[src/rtl/exp_operation_unit_pkg.sv]
// Shared constants for the exponent operation unit: FSM state encoding and default widths.
// The unit honours the EXP_SATURATE_EN macro (saturating result exponent) in rtl/exp_operation_unit.sv.
package exp_operation_unit_pkg;

  localparam int DEF_EW   = 8;
  localparam int DEF_BIAS = 127;

  localparam logic [2:0] ST_IDLE = 3'd0;
  localparam logic [2:0] ST_ADD  = 3'd1;
  localparam logic [2:0] ST_BIAS = 3'd2;
  localparam logic [2:0] ST_NORM = 3'd3;
  localparam logic [2:0] ST_DONE = 3'd4;

endpackage

[src/rtl/exp_operation_unit_if.sv]
// Request/result bundle of the exponent operation unit; master drives requests, slave is the unit.
interface exp_operation_unit_if
  import exp_operation_unit_pkg::*;
#(
  parameter int EW = DEF_EW
);

  logic          start;
  logic [EW-1:0] exp_a;
  logic [EW-1:0] exp_b;
  logic          norm_inc;
  logic          busy;
  logic          done;
  logic [EW-1:0] result_exp;
  logic          overflow;
  logic          underflow;

  modport master (
    output start, exp_a, exp_b, norm_inc,
    input  busy, done, result_exp, overflow, underflow
  );

  modport slave (
    input  start, exp_a, exp_b, norm_inc,
    output busy, done, result_exp, overflow, underflow
  );

endinterface

[src/rtl/exp_operation_unit_addsub.sv]
// Single shared adder/subtractor (two's-complement: invert b and carry in on subtract).
module exp_addsub #(
  parameter int W = 10
) (
  input  logic [W-1:0] a,
  input  logic [W-1:0] b,
  input  logic         sub,
  output logic [W-1:0] y
);

  assign y = a + (b ^ {W{sub}}) + {{(W-1){1'b0}}, sub};

endmodule

[src/rtl/exp_operation_unit.sv]
// Exponent operation unit: (a + b - BIAS + norm_inc) over a 5-state FSM sharing one adder.
// Define EXP_SATURATE_EN to clamp result_exp to all-ones on overflow and zero on underflow.
module exp_operation_unit
  import exp_operation_unit_pkg::*;
#(
  parameter int EW   = DEF_EW,
  parameter int BIAS = DEF_BIAS
) (
  input logic                 clk,
  input logic                 rst_n,
  exp_operation_unit_if.slave bus
);

  localparam int AW = EW + 2;
  localparam logic signed [AW-1:0] BIAS_W  = AW'(BIAS);
  localparam logic signed [AW-1:0] OVF_LIM = AW'((1 << EW) - 1);
  localparam logic signed [AW-1:0] ONE_W   = {{(AW-1){1'b0}}, 1'b1};

  logic [2:0]            state_q, state_d;
  logic [EW-1:0]         exp_a_q, exp_a_d;
  logic [EW-1:0]         exp_b_q, exp_b_d;
  logic                  norm_inc_q, norm_inc_d;
  logic signed [AW-1:0]  acc_q, acc_d;
  logic                  busy_q, busy_d;
  logic                  done_q, done_d;
  logic [EW-1:0]         result_q, result_d;
  logic                  ovf_q, ovf_d;
  logic                  unf_q, unf_d;

  logic signed [AW-1:0]  add_a_s, add_b_s, add_y_s;
  logic                  add_sub_s;
  logic                  ovf_s, unf_s;
  logic [EW-1:0]         result_sel_s;

  // Steer the shared adder according to the current step.
  always_comb begin
    add_a_s   = '0;
    add_b_s   = '0;
    add_sub_s = 1'b0;
    case (state_q)
      ST_ADD: begin
        add_a_s = {2'b00, exp_a_q};
        add_b_s = {2'b00, exp_b_q};
      end
      ST_BIAS: begin
        add_a_s   = acc_q;
        add_b_s   = BIAS_W;
        add_sub_s = 1'b1;
      end
      ST_NORM: begin
        add_a_s = acc_q;
        add_b_s = {{(AW-1){1'b0}}, norm_inc_q};
      end
      default: begin
        add_a_s   = '0;
        add_b_s   = '0;
        add_sub_s = 1'b0;
      end
    endcase
  end

  exp_addsub #(.W(AW)) u_addsub (
    .a   (add_a_s),
    .b   (add_b_s),
    .sub (add_sub_s),
    .y   (add_y_s)
  );

  // Flags and result exponent from the final (NORM) adder output.
  always_comb begin
    ovf_s = (add_y_s >= OVF_LIM);
    unf_s = (add_y_s < ONE_W);
`ifdef EXP_SATURATE_EN
    if (ovf_s) begin
      result_sel_s = {EW{1'b1}};
    end else if (unf_s) begin
      result_sel_s = '0;
    end else begin
      result_sel_s = add_y_s[EW-1:0];
    end
`else
    result_sel_s = add_y_s[EW-1:0];
`endif
  end

  // FSM sequencing, operand capture and result registration.
  always_comb begin
    state_d    = state_q;
    exp_a_d    = exp_a_q;
    exp_b_d    = exp_b_q;
    norm_inc_d = norm_inc_q;
    acc_d      = acc_q;
    done_d     = 1'b0;
    result_d   = result_q;
    ovf_d      = ovf_q;
    unf_d      = unf_q;
    case (state_q)
      ST_IDLE: begin
        if (bus.start) begin
          state_d    = ST_ADD;
          exp_a_d    = bus.exp_a;
          exp_b_d    = bus.exp_b;
          norm_inc_d = bus.norm_inc;
        end else begin
          state_d = ST_IDLE;
        end
      end
      ST_ADD: begin
        acc_d   = add_y_s;
        state_d = ST_BIAS;
      end
      ST_BIAS: begin
        acc_d   = add_y_s;
        state_d = ST_NORM;
      end
      ST_NORM: begin
        acc_d    = add_y_s;
        state_d  = ST_DONE;
        done_d   = 1'b1;
        result_d = result_sel_s;
        ovf_d    = ovf_s;
        unf_d    = unf_s;
      end
      ST_DONE: begin
        state_d = ST_IDLE;
      end
      default: begin
        state_d = ST_IDLE;
      end
    endcase
    busy_d = (state_d != ST_IDLE);
  end

  // State and output registers.
  always_ff @(posedge clk or negedge rst_n) begin
    if (!rst_n) begin
      state_q    <= ST_IDLE;
      exp_a_q    <= '0;
      exp_b_q    <= '0;
      norm_inc_q <= 1'b0;
      acc_q      <= '0;
      busy_q     <= 1'b0;
      done_q     <= 1'b0;
      result_q   <= '0;
      ovf_q      <= 1'b0;
      unf_q      <= 1'b0;
    end else begin
      state_q    <= state_d;
      exp_a_q    <= exp_a_d;
      exp_b_q    <= exp_b_d;
      norm_inc_q <= norm_inc_d;
      acc_q      <= acc_d;
      busy_q     <= busy_d;
      done_q     <= done_d;
      result_q   <= result_d;
      ovf_q      <= ovf_d;
      unf_q      <= unf_d;
    end
  end

  assign bus.busy       = busy_q;
  assign bus.done       = done_q;
  assign bus.result_exp = result_q;
  assign bus.overflow   = ovf_q;
  assign bus.underflow  = unf_q;

endmodule
[src/flat_wrapper.sv]
// flat-port wrapper written by rule: the top's interface ports become plain ports
module exp_operation_unit_flat import exp_operation_unit_pkg::*;
#(
  parameter int EW   = DEF_EW,
  parameter int BIAS = DEF_BIAS
)
  (clk, rst_n, bus_start, bus_exp_a, bus_exp_b, bus_norm_inc, bus_busy, bus_done, bus_result_exp, bus_overflow, bus_underflow);
  exp_operation_unit_if #(.EW(EW)) bus_i ();
  input logic clk;
  input logic rst_n;
  input wire logic [$bits(bus_i.start)-1:0] bus_start;
  input wire logic [$bits(bus_i.exp_a)-1:0] bus_exp_a;
  input wire logic [$bits(bus_i.exp_b)-1:0] bus_exp_b;
  input wire logic [$bits(bus_i.norm_inc)-1:0] bus_norm_inc;
  output wire logic [$bits(bus_i.busy)-1:0] bus_busy;
  output wire logic [$bits(bus_i.done)-1:0] bus_done;
  output wire logic [$bits(bus_i.result_exp)-1:0] bus_result_exp;
  output wire logic [$bits(bus_i.overflow)-1:0] bus_overflow;
  output wire logic [$bits(bus_i.underflow)-1:0] bus_underflow;
  assign bus_i.start = bus_start;
  assign bus_i.exp_a = bus_exp_a;
  assign bus_i.exp_b = bus_exp_b;
  assign bus_i.norm_inc = bus_norm_inc;
  assign bus_busy = bus_i.busy;
  assign bus_done = bus_i.done;
  assign bus_result_exp = bus_i.result_exp;
  assign bus_overflow = bus_i.overflow;
  assign bus_underflow = bus_i.underflow;
  exp_operation_unit #(.EW(EW), .BIAS(BIAS)) u_core (.clk(clk), .rst_n(rst_n), .bus(bus_i));
endmodule
[config.mk]
export PLATFORM = sky130hd
export DESIGN_NAME = exp_operation_unit_flat
export DESIGN_NICKNAME = d
export VERILOG_FILES = /design/src/rtl/exp_operation_unit_pkg.sv /design/src/rtl/exp_operation_unit_if.sv /design/src/rtl/exp_operation_unit_addsub.sv /design/src/rtl/exp_operation_unit.sv /design/src/flat_wrapper.sv
export SDC_FILE = /design/constraint.sdc
export NUM_CORES = 1
export LEC_CHECK = 0
export BUFFER_PORTS_ARGS = -buffer_cell sky130_fd_sc_hd__buf_4
export CORE_MARGIN = 2
export CORE_UTILIZATION = 61
export DETAILED_ROUTE_END_ITERATION = 10
export PLACE_DENSITY_LB_ADDON = 0.2
export SYNTH_ARGS = -nofsm -noshare
export SYNTH_HDL_FRONTEND = slang
export SYNTH_SLANG_ARGS = --single-unit
[constraint.sdc]
create_clock -name clk -period 7 [get_ports clk]
set_clock_uncertainty 0.2 [all_clocks]
set_input_delay 0.7 -clock clk [delete_from_list [all_inputs] [get_ports clk]]
set_output_delay 0.7 -clock clk [all_outputs]
set_load 0.005 [all_outputs]
# Yosys cells after proc, flatten, opt, wreduce, memory -nomap -nowiden
# Cells that the tools add are included.
[totals] wordCells=29 out_inout_bits=12 register_bits=42 input_bits=20
[classes] n_lt_le_gt_ge=2 bitwise=1 n_addsub=2 n_mux=6 n_reduce_logical=5 eq_ne=3
[ops] cell="case mux 8 bit (3 select lines)" count=1
[ops] cell="case mux 10 bit (2 select lines)" count=1
[ops] cell="case mux 3 bit (4 select lines)" count=1
[ops] cell="adder 10 x 1 -> 10 bit" count=1
[ops] cell="adder 10 bit" count=1
[ops] cell="greater-or-equal comparator 10 x 9 -> 1 bit, second input constant" count=1
[ops] cell="less-than comparator 10 x 2 -> 1 bit, second input constant" count=1
[ops] cell="XOR 8 x 10 -> 10 bit" count=1
[ops] cell="== test 3 x 2 -> 1 bit, second input constant" count=2
[ops] cell="== test 3 x 1 -> 1 bit, second input constant" count=1
[ops] cell="logical NOT 3 bit" count=1
[ops] cell="2-to-1 mux 1 bit" count=3
[ops] cell="nonzero test 3 bit" count=1
[ops] cell="OR reduction 3 bit" count=1
[ops] cell="AND reduction 2 bit" count=1
[ops] cell="OR reduction 2 bit" count=1

# Longest topological paths before layout
[depth] ltp_word=6 mapped_depth=12 mapped_depth_nobuf=12

# Modules after synthesis
# From an unflattened synthesis, not the netlist that was laid out.
[hier_totals] cells_unflattened=218 area_unflattened_um2=2332.2
[modules_own_cells] module="exp_operation_unit" area_each_um2=1873.0 cells_per_inst=161 seq_area_each_um2=1051.0 instances=1
[modules_own_cells] module="exp_addsub" area_each_um2=459.2 cells_per_inst=57 seq_area_each_um2=0.0 instances=1

# Worst setup path after synthesis
# No wires, ideal clock.
[synth_path] kind="register to register" startpoint="register u_core.state_q[1]" endpoint="register u_core.unf_q (netlist: u_core.bus.underflow)" slack_ns=3.993 required_ns=6.718 period_less_slack_ns=3.007 arrival_time_ns=2.725 setup_time_ns=0.082 path_buffers=1 path_stages_with_launch=13 path_cell_list="dfrtp_1 -> clkbuf_1 -> nor2_1 -> a22oi_1 -> nor2_1 -> fa_1 -> a211oi_1 -> o21bai_1 -> a21oi_1 -> xor2_1 -> nand2_1 -> nand4b_1 -> a31oi_1"
[synth_between] elab_chain_len=6 word_cells_on_any_way=11 classes_between="add/sub (2); order compare (1); eq/ne (3); mux (3); bitwise (1); reduce/logical (1)"
[synth_lines] item="from (decl)" line_no="exp_operation_unit.sv:19" source="logic [2:0] state_q, state_d;"
[synth_lines] item="from (signal assigned)" line_no="exp_operation_unit.sv:148" source="state_q <= state_d;"
[synth_lines] item="== test 3 x 2 -> 1 bit, or another cell as far along" line_no="exp_operation_unit.sv:40, exp_operation_unit.sv:97"
[synth_lines] item="case mux 8 bit (3 select lines), or another cell as far along" line_no="exp_operation_unit.sv:40" source="case (state_q)"
[synth_lines] item="XOR 8 x 10 -> 10 bit / case mux 10 bit (2 select lines) (equally long branches)" line_no="exp_operation_unit_addsub.sv:11, exp_operation_unit.sv:40"
[synth_lines] item="adder 10 bit" line_no="exp_operation_unit_addsub.sv:11" source="assign y = a + (b ^ {W{sub}}) + {{(W-1){1'b0}}, sub};"
[synth_lines] item="adder 10 x 1 -> 10 bit" line_no="exp_operation_unit_addsub.sv:11"
[synth_lines] item="less-than comparator 10 x 2 -> 1 bit" line_no="exp_operation_unit.sv:72" source="unf_s = (add_y_s < ONE_W);"
[synth_lines] item="to (signal assigned)" line_no="exp_operation_unit.sv:157" source="unf_q <= unf_d;"
[synth_lines] item="to (decl)" line_no="exp_operation_unit.sv:28" source="logic unf_q, unf_d;"
# Parallel ways exist; a longest one is shown, timed or not.
# A chain may end at the register's enable or synchronous reset.

# Worst setup path in the final report
[layout_path] startpoint="register u_core.state_q[0]" endpoint="register u_core.unf_q (netlist: u_core.bus.underflow)"
# Same word-level chain as after synthesis.

==> results.yml <==
outcome:
  status: "completed"
sta:
  finalHoldViolCount: 0
  final_max_slew_viol_count: 0
  finalSetupViolations: 0
  fin_setup_tns_ns: 0
  relSlewSlack_pct: 19.7
  min_period_over_period_pct: 48.7
  rsz0062_at_grt: "false"
  max_freq_mhz: 294
  tightest_slew_ns: 1.20
  hold_ws_ns: 0.0983
  fin_crit_ns: 3.41
pwr:
  peakVddDrop_uv: 246
  p_per_area_mw_per_mm2: 493
  leakagePower_nw: 1.20
cts:
  path_clk_slew_ns: 0.11
  cts_tree: "yes"
  clkLatencyLatePin_ns: 0.35
  cts.htree.levels: 2
  post_cts_buffers: 0
  cts_resized: 0
  clk_path_buf_depth: 2
  clockRootBuffer: "clkbuf_4"
  cts_hold_buf: 0
  cts_buffers: 5
  cts_sinks: 42
synth:
  syn_nets: 236
  async_flop_share_pct: 100
  yosysWarnings: 0
  ys_ff_latch: 42
  synth_area_mm2: 0.00217
  synthCells: 207
  synth_sequential_area_ratio_pct: 48.5
  synth_top_flop_cell: "dfrtp_1"
  ys_types: 39
  synth-edff-count: 0
  synth.avg_cell_area_um2: 10.5
setup_path:
  cp_slowest_cell: "dfrtp_1"
  crit_required_ns: 7.08
  max_stage_delay_ns: 0.63
  path_class: "reg -> reg"
  r2r-start: "u_core.state_q[0]"
  arrival_ns: 3.49
  path_max_fanout: 16
  reg2reg_slack_ns: 3.59
  r2r.worst_path.cells: 12
  worst_setup_path_start_kind: "flip-flop"
  crit_path_end_kind: "flip-flop"
  worstReg2RegEnd: "u_core.bus.underflow"
  cpMostUsedCell: "nor2_1"
  worstPathCellList: "inv_1 -> nor2_1 -> a22oi_1 -> nor2_1 -> ha_1 -> a211oi_1 -> o21bai_1 -> a21oi_1 -> xor2_1 -> nand2_1 -> nand4b_1 -> a31oi_1"
route:
  vias: 1656
  finalWirelength_um: 4620
  via_per_inst: 5.83
  dr.pass1.iters: 4
  ant_nets: 0
  wl_per_cell_um: 16.3
  drc: 0
  drt_iter0_drc: 100
placement:
  dp_cells: 276
  dpl.hpwl_um: 3620
  placed_area_mm2: 0.00242
  gp_congestion: 0.865
  io_buffers: 31
job:
  drv_cap: 0
die:
  die_w_um: 63.6
  die_area_mm2: 0.00405
  die_h_um: 63.6
  row_count: 21
  io_pins: 32
  core_area_mm2: 0.00336
  start_util_pct: 64.4
min_path:
  hp-class: "in -> async"
final_layout:
  mostFrequentLayoutCell: "dfrtp_1"
  num-nets-final: 266
  syn_to_final_growth_pct: 15.4
  fin_area_mm2: 0.00250
  nFillCells: 262
  antenna_cells: 0
  fin_cells: 284
  drive_gt1_share_pct: 26.1
  final_cell_mix: "dfrtp_1, buf_4, nand2_1"
grt:
  grt_overflow_total: 0
  grt_first_pass_wirelength_um: 8090
  antenna_found_initial: 0
  grt_max_degree: 43
  grt_pass1_vias: 1669
  track_usage_pct: 26.3
-- flip-flops by register name (all words and copies together), names as in the netlist --
register               count
u_core.acc_q              10
u_core.bus.busy            1
u_core.bus.done            1
u_core.bus.overflow        1
u_core.bus.result_exp      8
u_core.bus.underflow       1
u_core.exp_a_q             8
u_core.exp_b_q             8
u_core.norm_inc_q          1
u_core.state_q             3
-- critical path: cells and delay by family (launching register included) --
family / cells / cell delay, ns
DFF: 1 / 0.63
adders and majority gates: 1 / 0.30
buffers and inverters: 1 / 0.20
AOI/OAI and AO/OA: 5 / 0.94
and+or+nand+nor: 4 / 0.77
xor gates and xnor gates: 1 / 0.31
-- cell usage after synthesis, types with 2 or more instances --
cell type,number,area (um2)
a22oi_1,7,52.6
mux2_2,18,203
a211oi_1,2,15.0
and3_1,7,43.8
o21ai_1,3,15.0
nand2b_1,2,12.5
and2_1,2,12.5
a32oi_2,2,32.5
xor2_1,5,43.8
inv_1,4,15.0
dfrtp_1,42,1050
nand3_1,2,10.0
clkbuf_1,6,22.5
xnor2_1,6,52.6
a21oi_1,7,35.0
ha_1,8,100
nand2_1,30,113
o21bai_1,2,15.0
o21ai_0,15,75.1
o41ai_2,2,32.5
nor2_1,16,60.1
buf_2,2,10.0
-- per-layer routing --
metal  share of wire [%]  GRT usage, %  vias up
met4                 3.3          11.7        0
met5                   0             0        -
li1                    -             -      798
met1                  42          32.9      786
met2                  50          43.4       57
met3                 5.1          6.25       15
-- stage by stage --
stage	util [%]	setup slack, ns	power, mW
after floorplan	-	3.99	0.892
after global placement	72.1	3.74	1.06
after detailed placement	72.1	3.65	1.09
after CTS	74.3	3.61	1.24
after global routing	74.3	3.23	1.33
final	74.3	3.59	1.23
-- area by class of cell --
cell class	instances	area (um2)	share of cell area (%)
multi-input cells	153	1070	42.7
flip-flops and latches	42	1050	42.0
repair buffers	31	233	9.31
well taps	46	57.6	2.30
clock buffers	7	45.0	1.80
clock inverters	1	30.0	1.20
inverters	4	15.0	0.601
-- cells by family after synthesis --
logic type / synth area share, %
xor gates and xnor gates: 4.45
AOI/OAI and AO/OA: 14.8
muxes: 9.35
and+or+nand+nor: 15.2
adders and majority gates: 5.54
buffers and inverters: 2.19
DFF: 48.5
-- worst max path at each step --
| stage | slack [ns] | depth (start not counted) | to | start |
|---|---|---|---|---|
| floorplan | 3.99 | 12 | u_core.bus.underflow | u_core.state_q[1] |
| global placement | 3.74 | 11 | u_core.bus.overflow | u_core.state_q[0] |
| detailed placement | 3.65 | 12 | u_core.bus.underflow | u_core.state_q[0] |
| CTS | 3.61 | 12 | u_core.bus.underflow | u_core.state_q[0] |
| global route | 3.23 | 12 | u_core.bus.underflow | u_core.state_q[0] |
| finish | 3.59 | 12 | u_core.bus.underflow | u_core.state_q[0] |
-- power by group --
part           internal (mW)  switching [mW]
Clock                 0.0757          0.0721
Sequential             0.357          0.0927
Combinational          0.282           0.354
Power figures use the tool's default switching activity.
